--- src/rtl/fifo_ctrl.sv ---
// FIFO control: strobes, binary addresses, occupancy and sticky error flags.
// The memory stage owns the data and its timing; this block only steers it.
module fifo_ctrl #(
  parameter int a_heigth = 4
) (
  input  logic                     clk,
  input  logic                     rst_n,
  input  logic                     wr_req,
  input  logic                     rd_req,
  output logic                     write,
  output logic                     read,
  output logic [(1<<a_heigth)-1:0] write_pointer,
  output logic [(1<<a_heigth)-1:0] read_pointer,
  output logic                     full,
  output logic                     empty,
  output logic [a_heigth:0]        count,
  output logic                     overflow,
  output logic                     underflow
);
  localparam int PW = 1 << a_heigth;
  localparam logic [a_heigth-1:0] A_ONE = 1;
  localparam logic [a_heigth:0]   C_ONE = 1;
  localparam logic [a_heigth:0]   C_D   = (a_heigth+1)'(PW);

  logic [a_heigth-1:0] wr_addr, rd_addr;

  assign full  = (count == C_D);
  assign empty = (count == '0);

  // rst_n gates the strobes so a held request cannot leak out during reset
  assign write = wr_req & ~full  & rst_n;
  assign read  = rd_req & ~empty & rst_n;

  assign write_pointer = PW'(wr_addr);
  assign read_pointer  = PW'(rd_addr);

  always_ff @(posedge clk or negedge rst_n) begin
    if (!rst_n) begin
      wr_addr   <= '0;
      rd_addr   <= '0;
      count     <= '0;
      overflow  <= 1'b0;
      underflow <= 1'b0;
    end else begin
      if (write) wr_addr <= wr_addr + A_ONE;
      if (read)  rd_addr <= rd_addr + A_ONE;
      unique case ({write, read})
        2'b10:   count <= count + C_ONE;
        2'b01:   count <= count - C_ONE;
        default: count <= count;
      endcase
      if (wr_req && full)  overflow  <= 1'b1;
      if (rd_req && empty) underflow <= 1'b1;
    end
  end
endmodule

--- config.mk ---
export PLATFORM = sky130hd
export DESIGN_NAME = fifo_ctrl
export DESIGN_NICKNAME = d
export VERILOG_FILES = /design/src/rtl/fifo_ctrl.sv
export SDC_FILE = /design/constraint.sdc
export NUM_CORES = 1
export LEC_CHECK = 0
export CAP_MARGIN = 15
export CELL_PAD_IN_SITES_DETAIL_PLACEMENT = 0
export CELL_PAD_IN_SITES_GLOBAL_PLACEMENT = 2
export CORE_MARGIN = 3
export CORE_UTILIZATION = 22
export DETAILED_ROUTE_END_ITERATION = 7
export GPL_ROUTABILITY_DRIVEN = 0
export PLACE_DENSITY = 0.77
export SKIP_CTS_REPAIR_TIMING = 1
export SKIP_LAST_GASP = 1
export SLEW_MARGIN = 20
export SYNTH_ARGS = -nofsm -noshare
export SYNTH_HDL_FRONTEND = slang
export SYNTH_SLANG_ARGS = --single-unit
--- constraint.sdc ---
create_clock -name clk -period 2.5 [get_ports clk]
set_input_delay 0.375 -clock clk [delete_from_list [all_inputs] [get_ports clk]]
set_output_delay 0.375 -clock clk [all_outputs]
set_load 0.005 [all_outputs]
======== Yosys cells after proc, flatten, opt, wreduce, memory -nomap -nowiden ========
Cells that the tools add are included.
operators by class
  bitwise logic cells ..................... 6
  $add $sub $neg .......................... 4
  equal/unequal tests ..................... 3
  reductions and logical operators ........ 4
  multiplexer cells ....................... 1
operators with widths
  operator               number
  $pmux W5 S2            1
  $add A4 B1 Y4 const B  2
  $add A5 B1 Y5 const B  1
  $eq A5 B5 Y1 const B   1
  $logic_not A5 Y1       1
  $sub A5 B1 Y5 const B  1
  $and A1 B1 Y1          4
  $eq A2 B1 Y1 const B   1
  $eq A2 B2 Y1 const B   1
  $logic_and A1 B1 Y1    2
  $not A1 Y1             2
  $reduce_bool A2 Y1     1
word-level totals
  flip-flop bits (word level) ............. 15
  output and inout port bits .............. 43
  input bits .............................. 4

======== Longest topological paths before layout ========
Gate-level depths: netlist of the first run.
  depth after elaboration ................. 6
  gate-level depth with buffers ........... 8
  gate-level depth less buffers ........... 8

======== Worst setup path after synthesis of the first run ========
OpenSTA, ideal clock, no wires.
  kind .................................... register to register
  start ................................... reg count[3]
  end ..................................... reg count[4]
  library setup time ...................... 134 ps
  required time ........................... 2366 ps
  clock period less this slack ............ 2758 ps
  data arrival time ....................... 2625 ps
  setup slack ............................. -258 ps
  cell stages (with the launch flop) ...... 9
  cells stage by stage .................... dfrtp_1 or4_4 o211ai_4 inv_1 ha_1 ha_1 or4b_1 o311ai_0 o211ai_1
on the way
  longest elaborated chain between the ends .. 6
  elaborated cells between the ends (all ways) .. 14
  classes of those cells .................. add/sub (2); eq/ne (3); mux (1); bitwise (6); reduce/logical (2)
ends and longest elaborated chain
  what                                                      RTL line  RTL
  start: declaration                                        16        output logic [a_heigth:0] count,
  start signal: assignment                                  48        2'b10: count <= count + C_ONE;
  start signal: assignment                                  49        2'b01: count <= count - C_ONE;
  start signal: assignment                                  50        default: count <= count;
  $logic_not A5 Y1 (*)                                      28        assign empty = (count == '0);
  $not A1 Y1 (*)                                            32        assign read = rd_req & ~empty & rst_n;
  $and A1 B1 Y1 (*) (2 in series)                           32
  named net read                                            11        output logic read,
  $eq A2 B1 Y1 / $eq A2 B2 Y1 (equally long branches)       47        unique case ({write, read})
  $pmux W5 S2 / $reduce_bool A2 Y1 (equally long branches)  -
Mark *: on every way through the listed nets, which the timed path passes. The rest lies on a longest branch.
A chain may end at the register's enable or synchronous reset.

======== Final worst setup path of the first run ========
  start ................................... reg count[2]
  end ..................................... reg count[4]
on the way
  longest elaborated chain between the ends .. 6
  elaborated cells between the ends (all ways) .. 14
  classes of those cells .................. add/sub (2); eq/ne (3); mux (1); bitwise (6); reduce/logical (2)
ends and longest elaborated chain
  what                                                      RTL line
  $eq A5 B5 Y1 / $logic_not A5 Y1 (equally long branches)   27, 28
  $not A1 Y1, on equally long branches                      31, 32
  $and A1 B1 Y1, on equally long branches (2 in series)     31, 32
  $eq A2 B1 Y1 / $eq A2 B2 Y1 (equally long branches)       47
  $pmux W5 S2 / $reduce_bool A2 Y1 (equally long branches)  -
Parallel ways exist; a longest one is shown, timed or not.

==> impl_metrics.sql, run 1 <==
INSERT INTO impl_metrics (metric_group, metric, value, unit) VALUES
('cells_and_area', 'layout_fillers', '455', ''),
('setup_path', 'cp_data_required_time', '2660', 'ps'),
('placed_design', 'pre_cts_slack', '-72.1', 'ps'),
('power_and_ir_drop', 'power-per-cell-area', '1070', 'mW/mm^2'),
('die', 'die_height', '75.2', 'um'),
('grt', 'grt-ovfl-total', '0', ''),
('cells_and_area', 'final_util', '33.9', '%'),
('die', 'fp.dieW', '75.2', 'um'),
('clock_network', 'maximum_clock_insertion_buffer_count', '2', ''),
('synthesis', 'yosysWarningCount', '0', ''),
('synthesis', 'synth_area_per_cell', '10.4', 'sq um'),
('synthesis', 'netlist_top_cells_area', 'sky130_fd_sc_hd__dfrtp_1 (36%), sky130_fd_sc_hd__buf_4 (17%), sky130_fd_sc_hd__ha_1 (7.1%)', ''),
('timing', 'finalSetupViolations', '1', ''),
('detailed_routing', 'postRouteWirelength', '2350', 'um'),
('grt', 'grt_use_met3', '2.00', '%'),
('timing', 'min_period_over_period', '101', '%'),
('synthesis', 'synth_top_area_cell', 'sky130_fd_sc_hd__dfrtp_1', ''),
('power_and_ir_drop', 'cellLeakagePower', '0.667', 'nW'),
('synthesis', 'yosys_register_bits', '15', ''),
('die', 'top_level_ports', '47', ''),
('grt', 'groute.layer.met1.usage', '11.9', '%'),
('placed_design', 'portBuffers', '22', ''),
('grt', 'grt_max_degree', '19', ''),
('cells_and_area', 'synthToLayoutAreaGrowth', '44.0', '%'),
('placed_design', 'detailed_place.area', '0.00141', 'sq mm'),
('clock_network', 'cts_htree_levels', '1', ''),
('detailed_routing', 'avgRoutedWirePerCell', '11.8', 'um'),
('synthesis', 'synthesis.instances', '101', ''),
('timing', 'number_of_endpoints_with_negative_hold_slack_in_the_final_report', '0', ''),
('cells_and_area', 'layout_commonest_cell', 'sky130_fd_sc_hd__conb_1', ''),
('cells_and_area', 'final_net_count', '159', ''),
('die', 'die_outline_area', '0.00565', 'sq mm'),
('status', 'violations', 'negative setup slack', ''),
('grt', 'grt_pass1_vias', '828', ''),
('grt', 'grt_antenna_before_repair', '0', ''),
('timing', 'fmaxAchievable', '0.398', 'GHz'),
('cells_and_area', 'final-instance-count-excl-fill', '199', ''),
('power_and_ir_drop', 'finalPower', '1.62', 'mW'),
('die', 'num_rows', '24', ''),
('status', 'outcome', 'finished with violations', ''),
('power_and_ir_drop', 'ir_worst_vdd', '0.000236', 'V'),
('die', 'initial_util', '23.5', '%'),
('detailed_routing', 'drt-initial-drc-count', '31', ''),
('timing', 'worst_clock_skew', '2.06', 'ps'),
('placed_design', 'dpl.cell_count', '190', ''),
('die', 'fp.coreArea', '0.00447', 'sq mm'),
('power_and_ir_drop', 'clkPwrFrac', '11.8', '%'),
('placed_design', 'place_hpwl', '1900', 'um'),
('detailed_routing', 'detail_route.drc_violations', '0', ''),
('power_and_ir_drop', 'sw_frac_of_total', '34.8', '%'),
('clock_network', 'clkTransAtPathRegs', '60', 'ps'),
('setup_path', 'path_max_fanout', '4', ''),
('clock_network', 'cts_num_sinks', '15', ''),
('cells_and_area', 'diodes', '0', ''),
('power_and_ir_drop', 'comb_power_share', '58.7', '%'),
('cells_and_area', 'layout-drive-gt1-share', '27.2', '%'),
('synthesis', 'yosysUniqueCellTypes', '32', ''),
('grt', 'met2_capacity_usage_during_global_routing', '14.5', '%'),
('synthesis', 'seq_area_frac_synth', '35.7', '%'),
('timing', 'layout_setup_ws', '-13.1', 'ps'),
('run', 'max_cap_viol_count', '0', ''),
('setup_path', 'launching_element_type_of_the_critical_path', 'register', ''),
('synthesis', 'synth.top_cell.area_share', '35.7', '%'),
('cells_and_area', 'final_cell_area', '0.00152', 'sq mm'),
('setup_path', 'timing.critical_path.to_type', 'register', ''),
('power_and_ir_drop', 'internal_dissipation', '1.06', 'mW'),
('clock_network', 'tritoncts_buffer_count', '3', ''),
('power_and_ir_drop', 'power_frac_seq', '29.5', '%'),
('grt', 'most_used_routing_layer', 'met2', ''),
('detailed_routing', 'drt-vias-per-instance', '4.19', ''),
('min_path', 'min_delay_path_depth', '1', '');
worst max-delay path: stages, from the launching register on:
cell and delay [ps]:
sky130_fd_sc_hd__dfrtp_1 380, sky130_fd_sc_hd__or4_4 560, sky130_fd_sc_hd__o211ai_4 190, sky130_fd_sc_hd__inv_2 80
sky130_fd_sc_hd__ha_4 190, sky130_fd_sc_hd__fa_2 370, sky130_fd_sc_hd__a21oi_2 180, sky130_fd_sc_hd__mux2_4 310
sky130_fd_sc_hd__o211ai_1 160
layer usage:
| layer | share of wire [%] | routed length, um |
|---|---|---|
| met5 | 0 | 0 |
| met4 | 0 | 0 |
| met3 | 7.7 | 180 |
| met2 | 47 | 1110 |
| met1 | 45 | 1050 |
logic make-up after synthesis:
kind of cell / count (synthesis) / share of synthesized area [%]
simple gates: 19 / 12.1
xor+xnor: 8 / 6.66
compound gates: 17 / 12.2
flops: 15 / 35.7
mux: 4 / 4.64
fa+ha+maj: 7 / 9.04
other cells: 1 / 0.356
buf+inv: 30 / 19.3
worst max path at each step:
stage               startpoint       end  slack [ps]  cells after the start
floorplan             count[2]  count[4]         -70                      8
global placement      count[3]  count[3]         -20                      8
detailed placement    count[2]  count[4]         -70                      8
CTS                   count[2]  count[4]         -90                      8
global route          count[2]  count[4]        -130                      8
finish                count[2]  count[4]         -10                      8
per-stage QoR:
step	hold WS [ps]	TNS (ps)
2_1_floorplan	79.4	-145
3_3_place_gp	436	-25.3
3_5_place_dp	452	-105
4_1_cts	465	-132
5_1_grt	481	-191
6_report	463	-13.1
synth_stat cells (all sizes together):
| cell | number |
|---|---|
| clkbuf | 1 |
| nor4 | 1 |
| and2 | 1 |
| nand2 | 2 |
| or4 | 2 |
| conb | 1 |
| nor2 | 1 |
| nor3b | 5 |
| mux2 | 4 |
| dfrtp | 15 |
| ha | 6 |
| or4b | 1 |
| fa | 1 |
| xor2 | 3 |
| o311ai | 1 |
| o21ai | 2 |
| inv | 4 |
| nand3 | 5 |
| xnor2 | 5 |
| o211ai | 2 |
| a2111o | 1 |
| o2111ai | 2 |
| a211oi | 1 |
| a21oi | 6 |
| and3 | 1 |
| buf | 25 |
| a21o | 2 |
registers in the layout, indices dropped and copies added (netlist names):
| name | cells |
|---|---|
| count | 5 |
| rd_addr | 4 |
| wr_addr | 4 |
| overflow | 1 |
| underflow | 1 |
layout make-up:
class	count	area, sq um	share of cell area, %
repair buffers	45	405	26.8
multi-input cells	79	608	40.1
flip-flops and latches	15	377	24.9
clock buffers	4	45.0	2.97
well taps	52	65.1	4.29
inverters	4	15.0	0.991
power groups by stage:
stage / combinational [mW] / sequential [mW] / clock (mW)
2_1_floorplan: 0.415 / 0.509 / 0
3_3_place_gp: 0.899 / 0.472 / 0
3_5_place_dp: 0.911 / 0.483 / 0
4_1_cts: 0.915 / 0.481 / 0.198
5_1_grt: 1.06 / 0.497 / 0.206
6_report: 0.953 / 0.478 / 0.192
Note: power is estimated with default switching activity, not from simulation.
==> run 2: changes to the inputs <==
RECOVER_POWER = 100   (was default)
==> run 2 against run 1 <==
Against the previous run: the flow still finishes with violations (negative setup slack); count of clock-buffer cells in the layout unchanged; combinational power down 3.5%; design area down 0.49%; sequential power down 0.8%; die area unchanged; maximum frequency down 0.11%; non-clock buffer count unchanged; sequential share of layout area up 0.12 points; flip-flop and latch count unchanged; wire length down 0.17%; first-iteration DRC count up 16%; global-route usage unchanged; critical endpoint unchanged.
==> impl_metrics.sql, run 2 (synthesized netlist as in run 1, its figures left out) <==
INSERT INTO impl_metrics (metric_group, metric, value, unit) VALUES
('cells_and_area', 'synthToLayoutAreaGrowth', '43.3', '%'),
('detailed_routing', 'drt-vias-per-instance', '4.14', ''),
('setup_path', 'launching_point_of_the_worst_reg2reg_path', 'count[2]', ''),
('die', 'num_rows', '24', ''),
('min_path', 'hp-start', 'underflow', ''),
('clock_network', 'tritoncts_buffer_count', '3', ''),
('setup_path', 'timing.critical_path.arrival', '2670', 'ps'),
('cells_and_area', 'diodes', '0', ''),
('die', 'fp.dieW', '75.2', 'um'),
('die', 'initial_util', '23.5', '%'),
('power_and_ir_drop', 'clkPwrFrac', '12.1', '%'),
('cells_and_area', 'layout-drive-gt1-share', '25.9', '%'),
('detailed_routing', 'avgRoutedWirePerCell', '11.8', 'um'),
('grt', 'grt-ovfl-total', '0', ''),
('setup_path', 'path_max_fanout', '4', ''),
('die', 'fp.coreArea', '0.00447', 'sq mm'),
('timing', 'drv_slew', '0', ''),
('clock_network', 'cts_root_buf', 'sky130_fd_sc_hd__clkbuf_8', ''),
('timing', 'timing.final.crit_period', '2520', 'ps'),
('clock_network', 'clkLatencyLatePin', '240', 'ps'),
('cells_and_area', 'register_with_the_most_flip_flops', 'count', ''),
('power_and_ir_drop', 'ir_worst_vdd', '0.000233', 'V'),
('power_and_ir_drop', 'netSwitchingPower', '0.559', 'mW'),
('setup_path', 'worstSetupStartpoint', 'count[2]', ''),
('die', 'top_level_ports', '47', ''),
('grt', 'grt_max_degree', '19', ''),
('timing', 'finalSetupViolations', '1', ''),
('placed_design', 'portBuffers', '22', ''),
('timing', 'worst_slew_margin_rel', '39.0', '%'),
('power_and_ir_drop', 'power_frac_seq', '29.9', '%'),
('cells_and_area', 'final_net_count', '159', ''),
('placed_design', 'place_hpwl', '1900', 'um'),
('setup_path', 'cp_data_required_time', '2660', 'ps'),
('setup_path', 'timing.critical_path.cells', 'or4_4, o211ai_4, inv_2, ha_4, fa_2, a21oi_2, mux2_4, o211ai_1', ''),
('die', 'die_outline_area', '0.00565', 'sq mm'),
('timing', 'fmaxAchievable', '0.397', 'GHz'),
('grt', 'grt_pass1_wl', '3960', 'um'),
('clock_network', 'cts_num_sinks', '15', ''),
('status', 'outcome', 'finished with violations', ''),
('clock_network', 'clkTransAtPathRegs', '60', 'ps'),
('die', 'die_height', '75.2', 'um'),
('setup_path', 'ff2ff_setup_slack', '-20', 'ps'),
('detailed_routing', 'detail_route.drc_violations', '0', ''),
('setup_path', 'cpPeakStageDelay', '560', 'ps'),
('timing', 'measured_slew_at_the_worst_slew_check_pin', '915', 'ps'),
('cells_and_area', 'top_registers', 'count: 5 flops, rd_addr: 4 flops, wr_addr: 4 flops', ''),
('timing', 'worst_clock_skew', '2.37', 'ps'),
('min_path', 'min_delay_path_depth', '1', ''),
('min_path', 'worstHoldEndpoint', 'underflow', ''),
('setup_path', 'timing_worst_setup_path_type', 'register to register', ''),
('timing', 'rsz0062_at_grt', 'true', ''),
('detailed_routing', 'drt.antenna.violating_nets', '0', ''),
('power_and_ir_drop', 'finalPower', '1.58', 'mW'),
('detailed_routing', 'drt-pass1-iter-count', '4', ''),
('setup_path', 'rr_worst_depth', '8', ''),
('power_and_ir_drop', 'power-per-cell-area', '1050', 'mW/mm^2'),
('cells_and_area', 'final_cell_mix', 'sky130_fd_sc_hd__conb_1 (24), sky130_fd_sc_hd__buf_4 (19), sky130_fd_sc_hd__dfrtp_1 (14), sky130_fd_sc_hd__clkdlybuf4s50_1 (11), sky130_fd_sc_hd__dlygate4sd3_1 (11)', ''),
('grt', 'grt_use_total', '8.90', '%'),
('detailed_routing', 'postRouteWirelength', '2340', 'um'),
('grt', 'grt_antenna_before_repair', '0', ''),
('setup_path', 'launching_element_type_of_the_critical_path', 'register', ''),
('power_and_ir_drop', 'sw_frac_of_total', '35.3', '%'),
('power_and_ir_drop', 'comb_power_share', '58.0', '%'),
('min_path', 'worst_hold_path_type', 'register to register', ''),
('clock_network', 'tritoncts_clock_tree', 'yes', ''),
('timing', 'min_period_over_period', '101', '%'),
('power_and_ir_drop', 'internal_dissipation', '1.03', 'mW'),
('status', 'violations', 'negative setup slack', ''),
('cells_and_area', 'layout_commonest_cell', 'sky130_fd_sc_hd__conb_1', ''),
('setup_path', 'timing.critical_path.to_type', 'register', ''),
('timing', 'layout_setup_ws', '-15.9', 'ps'),
('run', 'max_cap_viol_count', '0', ''),
('setup_path', 'rr_endpoint', 'count[4]', ''),
('grt', 'grt_pass1_vias', '828', ''),
('detailed_routing', 'drt-initial-drc-count', '36', ''),
('timing', 'hold_slack', '456', 'ps'),
('clock_network', 'maximum_clock_insertion_buffer_count', '2', ''),
('cells_and_area', 'largest_register_ffs', '5', ''),
('clock_network', 'cts_htree_levels', '1', ''),
('timing', 'number_of_endpoints_with_negative_hold_slack_in_the_final_report', '0', ''),
('setup_path', 'crit_path_top_delay_cell', 'sky130_fd_sc_hd__or4_4', ''),
('power_and_ir_drop', 'cellLeakagePower', '0.661', 'nW'),
('detailed_routing', 'route.vias.total', '824', '');
## run 2: through the flow
stage	util, %	setup TNS (ps)	area, sq um	setup WS, ps	std cells
global route	33.7	-191	1510	-126	199
CTS	32.5	-132	1450	-87.8	194
floorplan	-	-145	1170	-73.1	124
finish	33.7	-15.9	1510	-15.9	199
detailed placement	31.5	-105	1410	-72.1	190
global placement	31.5	-25.3	1410	-24.3	190
## run 2: worst max-delay path by stage
stage and end:
6_report count[4], 5_1_grt count[4], 4_1_cts count[4], 3_5_place_dp count[4], 3_3_place_gp count[3], 2_1_floorplan count[4]
## run 2: layout make-up
class	count	area [sq um]
Timing Repair Buffer	45	398
Tap cell	52	65.1
Fill cell	454	2970
Clock buffer	4	45.0
Sequential cell	15	377
Inverter	4	15.0
Multi-Input combinational cell	79	608
## run 2: power groups by stage
stage                     logic, mW  clock network [mW]  registers (mW)
after floorplan               0.415                   0           0.509
after global placement        0.899                   0           0.472
after detailed placement      0.911                   0           0.483
after CTS                     0.915               0.198           0.481
after global routing           1.03               0.206           0.493
final                         0.920               0.191           0.474
## run 2: critical path: cells and delay by family (launching register included)
kind	cells	cell delay [ps]
compound gates	3	540
fa+ha+maj	2	570
buf+inv	1	80
flops	1	380
mux	1	310
simple gates	1	560
## run 2: metal layers
| metal | global-route usage [%] | up-vias | share of wire [%] |
|---|---|---|---|
| li1 | - | 399 | - |
| met2 | 14.5 | 34 | 48 |
| met4 | 2.33 | 0 | 0.17 |
| met1 | 11.9 | 389 | 44 |
| met3 | 2.00 | 2 | 7.7 |
| met5 | 0 | - | 0 |
